===== config.mk =====
export PLATFORM = sky130hd
export DESIGN_NAME = step_dda_multi
export DESIGN_NICKNAME = d
export VERILOG_FILES = /design/src/rtl/step_dda_multi.sv
export SDC_FILE = /design/constraint.sdc
export NUM_CORES = 1
export LEC_CHECK = 0
export ABC_CLOCK_PERIOD_IN_PS = 10600
export CAP_MARGIN = 20
export CORE_AREA = 2 2 162 85
export DETAILED_ROUTE_END_ITERATION = 10
export DIE_AREA = 0 0 164 87
export GPL_ROUTABILITY_DRIVEN = 0
export PLACE_DENSITY = 0.85
export RECOVER_POWER = 50
export SLEW_MARGIN = 20
export SYNTH_ARGS = -nofsm -noshare
export SYNTH_HDL_FRONTEND = slang
export SYNTH_SLANG_ARGS = --single-unit

===== constraint.sdc =====
create_clock -name clk -period 10.6 [get_ports clk]
set_clock_uncertainty 0.15 [all_clocks]
set_input_delay 2.12 -clock clk [delete_from_list [all_inputs] [get_ports clk]]
set_output_delay 2.12 -clock clk [all_outputs]
set_load 0.01 [all_outputs]

===== src/rtl/step_dda_multi.sv =====
// Multi-channel DDA step/direction generator: per-frame signed step counts, double-buffered.
// Optional feature: define POS_CNT_EN to build signed per-channel position counters on pos.
`timescale 1ns/1ps
module step_dda_multi #(
  parameter int NCH         = 3,
  parameter int CMD_W       = 8,
  parameter int TICK_DIV    = 400,
  parameter int FRAME_TICKS = 500,
  parameter int POS_W       = 32
) (
  input  logic                   clk,
  input  logic                   rst,
  input  logic                   wr_n,
  input  logic [NCH*CMD_W-1:0]   cmd,
  output logic [NCH-1:0]         pulse,
  output logic [NCH-1:0]         dir,
  output logic                   busy,
  output logic                   pend,
  output logic [NCH*POS_W-1:0]   pos
);

  localparam int NMAX    = FRAME_TICKS / 2;
  localparam int PRESC_W = (TICK_DIV > 1) ? $clog2(TICK_DIV) : 1;
  localparam int TICK_W  = $clog2(FRAME_TICKS);
  localparam int M_W     = $clog2(NMAX + 1);
  localparam int ACC_W   = $clog2(2 * NMAX);
  localparam logic [PRESC_W-1:0] PRESC_LAST = PRESC_W'(TICK_DIV - 1);
  localparam logic [TICK_W-1:0]  TICK_LAST  = TICK_W'(FRAME_TICKS - 1);
  localparam logic [ACC_W-1:0]   NMAX_ACC   = ACC_W'(NMAX);

  typedef enum logic {S_IDLE, S_RUN} state_t;

  state_t               state_q, state_d;
  logic                 pend_q, pend_d;
  logic                 wr_d_q, wr_d_d;
  logic [PRESC_W-1:0]   presc_q, presc_d;
  logic [TICK_W-1:0]    tick_q, tick_d;
  logic [NCH-1:0]       dir_q, dir_d;
  logic [NCH-1:0]       pulse_q, pulse_d;
  logic [NCH*CMD_W-1:0] shadow_q, shadow_d;
  logic [M_W-1:0]       mag_q [NCH];
  logic [M_W-1:0]       mag_d [NCH];
  logic [ACC_W-1:0]     acc_q [NCH];
  logic [ACC_W-1:0]     acc_d [NCH];
  logic [NCH*CMD_W-1:0] start_cmd;
  logic                 load, tick, frame_end, start;

  function automatic logic [M_W-1:0] clamp_mag(input logic [CMD_W-2:0] raw);
    if (int'(raw) > NMAX) return M_W'(NMAX);
    else return M_W'(raw);
  endfunction

  always_ff @(posedge clk or posedge rst) begin
    if (rst) begin
      state_q  <= S_IDLE;
      pend_q   <= 1'b0;
      wr_d_q   <= 1'b1;
      presc_q  <= '0;
      tick_q   <= '0;
      dir_q    <= '0;
      pulse_q  <= '0;
      shadow_q <= '0;
      for (int k = 0; k < NCH; k++) begin
        mag_q[k] <= '0;
        acc_q[k] <= '0;
      end
    end else begin
      state_q  <= state_d;
      pend_q   <= pend_d;
      wr_d_q   <= wr_d_d;
      presc_q  <= presc_d;
      tick_q   <= tick_d;
      dir_q    <= dir_d;
      pulse_q  <= pulse_d;
      shadow_q <= shadow_d;
      for (int k = 0; k < NCH; k++) begin
        mag_q[k] <= mag_d[k];
        acc_q[k] <= acc_d[k];
      end
    end
  end

  always_comb begin
    state_d   = state_q;
    pend_d    = pend_q;
    wr_d_d    = wr_n;
    presc_d   = presc_q;
    tick_d    = tick_q;
    dir_d     = dir_q;
    pulse_d   = pulse_q;
    shadow_d  = shadow_q;
    mag_d     = mag_q;
    acc_d     = acc_q;
    start     = 1'b0;
    start_cmd = cmd;
    load      = wr_d_q & ~wr_n;
    tick      = (state_q == S_RUN) && (presc_q == PRESC_LAST);
    frame_end = tick && (tick_q == TICK_LAST);

    if (state_q == S_IDLE) begin
      start = load;
    end else begin
      presc_d = tick ? '0 : presc_q + PRESC_W'(1);
      if (tick) begin
        tick_d = tick_q + TICK_W'(1);
        // Even ticks are pulse slots; acc + m >= NMAX is tested as acc >= NMAX - m to stay in ACC_W bits
        for (int k = 0; k < NCH; k++) begin
          if (tick_q[0]) begin
            pulse_d[k] = 1'b0;
          end else if (acc_q[k] >= NMAX_ACC - ACC_W'(mag_q[k])) begin
            acc_d[k]   = acc_q[k] + ACC_W'(mag_q[k]) - NMAX_ACC;
            pulse_d[k] = 1'b1;
          end else begin
            acc_d[k] = acc_q[k] + ACC_W'(mag_q[k]);
          end
        end
      end
      if (frame_end) begin
        pend_d = 1'b0;
        if (load) begin
          start = 1'b1;
        end else if (pend_q) begin
          start     = 1'b1;
          start_cmd = shadow_q;
        end else begin
          state_d = S_IDLE;
          presc_d = '0;
          tick_d  = '0;
        end
      end else if (load) begin
        shadow_d = cmd;
        pend_d   = 1'b1;
      end
    end

    if (start) begin
      state_d = S_RUN;
      presc_d = '0;
      tick_d  = '0;
      pulse_d = '0;
      for (int k = 0; k < NCH; k++) begin
        acc_d[k] = '0;
        mag_d[k] = clamp_mag(start_cmd[k*CMD_W +: CMD_W-1]);
        dir_d[k] = start_cmd[k*CMD_W + CMD_W - 1];
      end
    end
  end

  assign pulse = pulse_q;
  assign dir   = dir_q;
  assign busy  = (state_q == S_RUN);
  assign pend  = pend_q;

`ifdef POS_CNT_EN
  logic [POS_W-1:0] pos_q [NCH];
  logic [POS_W-1:0] pos_d [NCH];

  // Counts on the cycle the pulse rises; dir is frame-constant so dir_q is the right sign
  always_comb begin
    pos_d = pos_q;
    for (int k = 0; k < NCH; k++) begin
      if (pulse_d[k] && !pulse_q[k])
        pos_d[k] = dir_q[k] ? pos_q[k] - POS_W'(1) : pos_q[k] + POS_W'(1);
    end
  end

  always_ff @(posedge clk or posedge rst) begin
    if (rst) begin
      for (int k = 0; k < NCH; k++) pos_q[k] <= '0;
    end else begin
      for (int k = 0; k < NCH; k++) pos_q[k] <= pos_d[k];
    end
  end

  for (genvar g = 0; g < NCH; g++) begin : g_pos
    assign pos[g*POS_W +: POS_W] = pos_q[g];
  end
`else
  assign pos = '0;
`endif

endmodule


==> results.json, run 1 <==
{
  "coreArea_um2": 13000,
  "hold_viol": 0,
  "clock-sinks": 99,
  "ioPinCount": 131,
  "worst_ep_required_time_ns": 10.21,
  "io_buffers": 34,
  "final_area_um2": 7580,
  "grt_setup_unrepaired": "no",
  "drt_iter0_drc": 588,
  "drcViolationCount": 0,
  "status": "finished, violations left",
  "ys.flop_type": "dfrtp_1",
  "antenna_left": 0,
  "overflow": 0,
  "die_height_um": 87,
  "crit_start": "rst",
  "grt_antenna_before_repair": 0,
  "grt_first_pass_wirelength_um": 25300,
  "postPlaceCellArea_um2": 7300,
  "multi_input_area_um2": 4170,
  "clock_path_buffers": 2,
  "die_w_um": 164,
  "wl_um": 15300,
  "die-area_um2": 14300,
  "post_drt_wl_per_cell_um": 15.6,
  "period_share_pct": 60.9,
  "reg2reg_from": "busy",
  "area_delta_synth_final_pct": 5.66,
  "avgSynthCellArea_um2": 9.35,
  "fin_crit_ns": 6.45,
  "seq_area_um2": 2480,
  "synthArstFlopShare_pct": 100,
  "maxSlewViolCount": 102,
  "peakVddDrop_uv": 72.2,
  "endpoint_kind": "asynchronous set/reset pin",
  "finalSetupViolCount": 0,
  "powerDensity_nw_per_um2": 102,
  "drive_gt1_share_pct": 4.99,
  "synth_cell_types": 69,
  "grt_usage_pct": 22.7,
  "numCtsBuffers": 9,
  "syn-instance-count": 768,
  "dp_hpwl_um": 11200,
  "vias": 5400,
  "fmax_mhz": 155,
  "arrival_ns": 6.06,
  "start_kind": "input pin",
  "cts_setup_buffers": 0,
  "post_cts_resized": 0,
  "finalSetupTns_ns": 0,
  "yosys_warnings": 0,
  "crit_type": "in2async",
  "clock_insertion_delay_worst_skew_ns": 0.36,
  "p_leak_uw": 0.00368,
  "synth_edf_count": 0,
  "firstDrtPassIters": 5,
  "initial_utilization_pct": 55.1,
  "grt_pass1_vias": 4910,
  "grt_max_degree": 60,
  "cts_max_level": 3,
  "hold_path.startpoint": "tick_q[7]",
  "clockRootBuffer": "clkbuf_16",
  "whs_ns": 0.336,
  "violations": "capacitance limit, slew limit",
  "drt-vias-per-instance": 5.53,
  "seq_area_frac_synth_pct": 34.5,
  "relSlewSlack_pct": -112,
  "min_path_type": "reg2reg",
  "cts_tree": "yes",
  "rows": 30,
  "num-fill-cells": 1098,
  "worst_pin_slew_ns": 3.17,
  "synth_seq_cells": 99,
  "drv_cap": 2,
  "synth_area_um2": 7180,
  "diodes": 0,
  "cp_max_fo": 59,
  "ctsHoldBuffers": 0,
  "clk_pin_slew_ns": 0.07,
  "fin_nets": 879
}
[sequential cells by signal (all words and copies together) (netlist names)]
| register | flops |
|---|---|
| mag_q | 21 |
| tick_q | 9 |
| presc_q | 9 |
| pend | 1 |
| dir | 3 |
| busy | 1 |
| wr_d_q | 1 |
| pulse | 3 |
| acc_q | 27 |
| shadow_q | 24 |
[cells in the final DEF, fill, tap and decap left out, drive strengths merged, types with 4 or more instances in the layout]
cell type / synthesis / layout
mux2i: 26 / 26
ha: 53 / 53
nor3: 9 / 9
or4: 4 / 4
a21o: 5 / 5
and2: 4 / 4
a21oi: 27 / 27
clkdlybuf4s50: 0 / 25
clkbuf: 11 / 10
dfrtp: 98 / 98
conb: 1 / 96
nand3b: 5 / 5
nor4: 5 / 5
nand4: 7 / 7
xor2: 21 / 21
o21ai: 73 / 73
o31a: 4 / 4
o211ai: 6 / 6
a211oi: 4 / 4
o2111ai: 5 / 5
o21bai: 4 / 4
xnor2: 26 / 26
or2: 5 / 5
inv: 20 / 22
and3: 7 / 7
a31oi: 4 / 4
nand2b: 5 / 5
o21a: 6 / 6
or3: 6 / 6
mux2: 26 / 26
dlygate4sd3: 0 / 9
nand2: 82 / 82
nor2b: 6 / 6
nand3: 14 / 14
nor2: 46 / 46
[synthesized netlist by cell type (8+ instances only)]
cell type,count,area (um2)
mux2i_1,26,260
xnor2_1,26,228
o21ai_1,8,40.0
a21oi_1,27,135
xor2_1,21,184
o21ai_0,64,320
buf_4,97,728
clkbuf_1,11,41.3
dfrtp_1,98,2450
mux2_1,20,225
nor3_1,9,45.0
ha_1,53,663
inv_1,20,75.1
nand2_1,82,308
nor2_1,45,169
nand3_1,13,65.1
[metrics by stage]
stage / setup WS [ns] / cells / total power, uW / utilization (%)
after floorplan: 5.74 / 863 / 467 / -
after global routing: 3.15 / 977 / 799 / 58.2
after global placement: 5.85 / 961 / 455 / 56.0
after detailed placement: 5.74 / 961 / 458 / 56.0
after CTS: 6.09 / 977 / 777 / 58.2
final: 4.15 / 977 / 773 / 58.2
[critical path, cell delays in order]
cell and delay (ns):
dlygate4sd3_1 0.55, clkinvlp_2 1.03, clkbuf_1 2.32
[worst paths after layout]
kind / end / slack, ns / depth (start not counted)
max: shadow_q[9] / 4.15 / 3
min: tick_q[7] / 0.34 / 1
max reg2reg: mag_q[5] / 7.29 / 6
min reg2reg: tick_q[7] / 0.34 / 1
max in group clk: acc_q[16] / 5.89 / 8
min in group asynchronous: tick_q[2] / 2.51 / 2
[kinds of logic after synthesis]
family	Yosys count	share of synthesized area [%]
xor gates and xnor gates	47	5.73
adders and majority gates	56	10.1
DFF	99	34.5
other	1	0.0522
AOI/OAI and AO/OA	164	14.7
buffers and inverters	135	12.5
and+or+nand+nor	214	14.7
muxes	52	7.70
[routing by layer]
metal  global-route usage (%)  vias to the layer above  share of wire [%]  wire length, um
li1                         -                     2581                  -                -
met1                     34.4                     2601                 49             7520
met2                     33.4                      198                 43             6490
met3                     4.85                       20                7.2             1100
met4                     4.86                        0                1.0              155
met5                        0                        -                  0                0
[final cells by class]
type / count / share of cell area, %
Sequential cell: 99 / 32.7
Inverter: 20 / 1.01
Clock inverter: 7 / 0.792
Tap cell: 176 / 2.90
Multi-Input combinational cell: 629 / 54.9
Clock buffer: 9 / 2.97
Timing Repair Buffer: 37 / 4.73
[report_power, final]
part / total, uW / internal [uW] / switching (uW)
registers: 398 / 391 / 6.37
clock network: 324 / 164 / 160
logic: 51.9 / 19.4 / 32.5
total: 773 / 575 / 199
No activity file was read; power rests on OpenSTA's default activity.
==> inputs of run 2 (changes only) <==
--- a/config.mk
+++ b/config.mk
@@ -5,13 +5,13 @@
 export SDC_FILE = /design/constraint.sdc
 export NUM_CORES = 1
 export LEC_CHECK = 0
-export ABC_CLOCK_PERIOD_IN_PS = 10600
+export ABC_CLOCK_PERIOD_IN_PS = 5600
 export CAP_MARGIN = 20
-export CORE_AREA = 2 2 162 85
+export CORE_AREA = 2 2 175 91
 export DETAILED_ROUTE_END_ITERATION = 10
-export DIE_AREA = 0 0 164 87
+export DIE_AREA = 0 0 177 93
 export GPL_ROUTABILITY_DRIVEN = 0
-export PLACE_DENSITY = 0.85
+export PLACE_DENSITY = 0.77
 export RECOVER_POWER = 50
 export SLEW_MARGIN = 20
 export SYNTH_ARGS = -nofsm -noshare
==> constraint.sdc (replaced) <==
create_clock -name clk -period 5.6 [get_ports clk]
set_clock_uncertainty 0.15 [all_clocks]
set_input_delay 1.12 -clock clk [delete_from_list [all_inputs] [get_ports clk]]
set_output_delay 1.12 -clock clk [all_outputs]
set_load 0.01 [all_outputs]
==> run 2 against run 1 <==
  * The flow still finishes with violations (capacitance limit, slew limit)
  * Wire length down 1.1%
  * Setup slack got worse by 2.2 ns
  * Cell area is 0.38% higher
  * Register-to-register slack worse by 5.2 ns
  * Final cell count up 3.1%
  * Count of clock-buffer cells in the layout is 2 higher
  * Sequential power up 89%
  * Power is 88% higher
  * Critical endpoint is now acc_q[6]
  * Largest power group unchanged
==> results.json, run 2 (synthesized netlist as in run 1, its figures left out) <==
{
  "area_delta_synth_final_pct": 6.07,
  "status": "finished, violations left",
  "drv_cap": 1,
  "firstDrtPassIters": 6,
  "diodes": 0,
  "vias": 5371,
  "p_leak_uw": 0.00369,
  "drt_iter0_drc": 527,
  "layout_commonest_cell": "dfrtp_1",
  "fmax_mhz": 274,
  "layout_common_cells": "dfrtp_1, conb_1, nand2_1",
  "arrival_ns": 3.99,
  "cp_max_fo": 68,
  "hold_viol": 0,
  "peakVddDrop_uv": 140,
  "grt_use_met2_pct": 24.0,
  "largest_reg_flops": 27,
  "cts_max_level": 3,
  "die-area_um2": 16500,
  "met3_usage_pct": 3.66,
  "overflow": 0,
  "die_height_um": 93,
  "worst_ep_required_time_ns": 5.93,
  "clock_insertion_delay_worst_skew_ns": 0.35,
  "grt_setup_unrepaired": "no",
  "initial_utilization_pct": 47.8,
  "grt_max_degree": 69,
  "powerDensity_nw_per_um2": 190,
  "grt_antenna_before_repair": 0,
  "maxSlewViolCount": 69,
  "post_drt_wl_per_cell_um": 15.0,
  "min_path_type": "reg2reg",
  "coreArea_um2": 15000,
  "fin_ws_ns": 1.94,
  "finalSetupViolCount": 0,
  "regMostFlops": "acc_q",
  "violations": "capacitance limit, slew limit",
  "cts_setup_buffers": 0,
  "top_regs": "acc_q: 27 flops, shadow_q: 24 flops, mag_q: 21 flops",
  "ctsHoldBuffers": 0,
  "io_buffers": 34,
  "numCtsBuffers": 9,
  "relSlewSlack_pct": -99.9,
  "period_share_pct": 65.3,
  "finalSetupTns_ns": 0,
  "clockRootBuffer": "clkbuf_16",
  "clock_path_buffers": 2,
  "crit_type": "in2async",
  "ioPinCount": 131,
  "drive_gt1_share_pct": 4.73,
  "fin_crit_ns": 3.66,
  "place_ws_ns": 1.88,
  "rows": 32,
  "grt_pass1_vias": 4602,
  "antenna_left": 0,
  "grt_first_pass_wirelength_um": 24400,
  "grt_usage_pct": 18.8,
  "cts_tree": "yes",
  "die_w_um": 177,
  "wl_um": 15100,
  "final_area_um2": 7610,
  "multi_input_area_um2": 4150,
  "use_met1_pct": 31.7,
  "dp_hpwl_um": 11400,
  "seq_area_um2": 2480,
  "worst_pin_slew_ns": 2.98,
  "fin_nets": 881,
  "clk_pin_slew_ns": 0.06,
  "busiest_layer": "met1",
  "drt-vias-per-instance": 5.33,
  "start_kind": "input pin",
  "postPlaceCellArea_um2": 7350,
  "drcViolationCount": 0,
  "clock-sinks": 99,
  "endpoint_kind": "asynchronous set/reset pin",
  "num-fill-cells": 1403,
  "post_cts_resized": 0
}
==> run 2: changes by cell type in the layout (fill, tap and decap cells not counted), sizes merged <==
cell | before | now
clkinv | 3 | 2
dlygate4sd3 | 9 | 8
buf | 2 | 5
clkinvlp | 2 | 1
clkdlybuf4s50 | 25 | 26
clkbuf | 10 | 11
==> run 2: final cells by class <==
cell class / instances / share of cell area [%]
flip-flops and latches: 99 / 32.6
repair buffers: 39 / 4.96
well taps: 204 / 3.35
clock inverters: 5 / 0.608
multi-input cells: 629 / 54.5
clock buffers: 11 / 3.06
inverters: 20 / 1.00
==> run 2: metal layers <==
layer	up-vias	wire length, um
met4	0	98
met1	2582	8120
met3	12	1030
met2	182	5870
met5	-	0
li1	2595	-
==> run 2: path summary, 6_finish.rpt <==
kind	startpoint	endpoint	slack (ns)	cells past startpoint
worst max-delay path	rst	acc_q[6]	1.94	3
worst min-delay path	shadow_q[11]	shadow_q[11]	0.34	1
worst max register to register	busy	acc_q[17]	2.08	7
worst min register to register	shadow_q[11]	shadow_q[11]	0.34	1
max in group clk	busy	acc_q[17]	2.08	7
min in group asynchronous	rst	shadow_q[7]	1.91	2
==> run 2: critical path, stage by stage <==
cell           delay, ns
dlygate4sd3_1       0.54
clkinvlp_2          1.68
buf_4               0.62
==> run 2: report_power, final <==
part	switching [uW]	internal [uW]
registers	12.0	741
clock network	288	310
logic	61.6	37.4
==> run 2: per-stage QoR <==
stage          util [%]  total power [uW]  hold slack, ns  std cells
2_1_floorplan         -               883           0.301        863
3_3_place_gp       48.9               863           0.323        991
3_5_place_dp       48.9               867           0.331        991
4_1_cts            50.8              1460           0.346       1007
5_1_grt            50.7              1500           0.353       1007
6_report           50.7              1450           0.341       1007
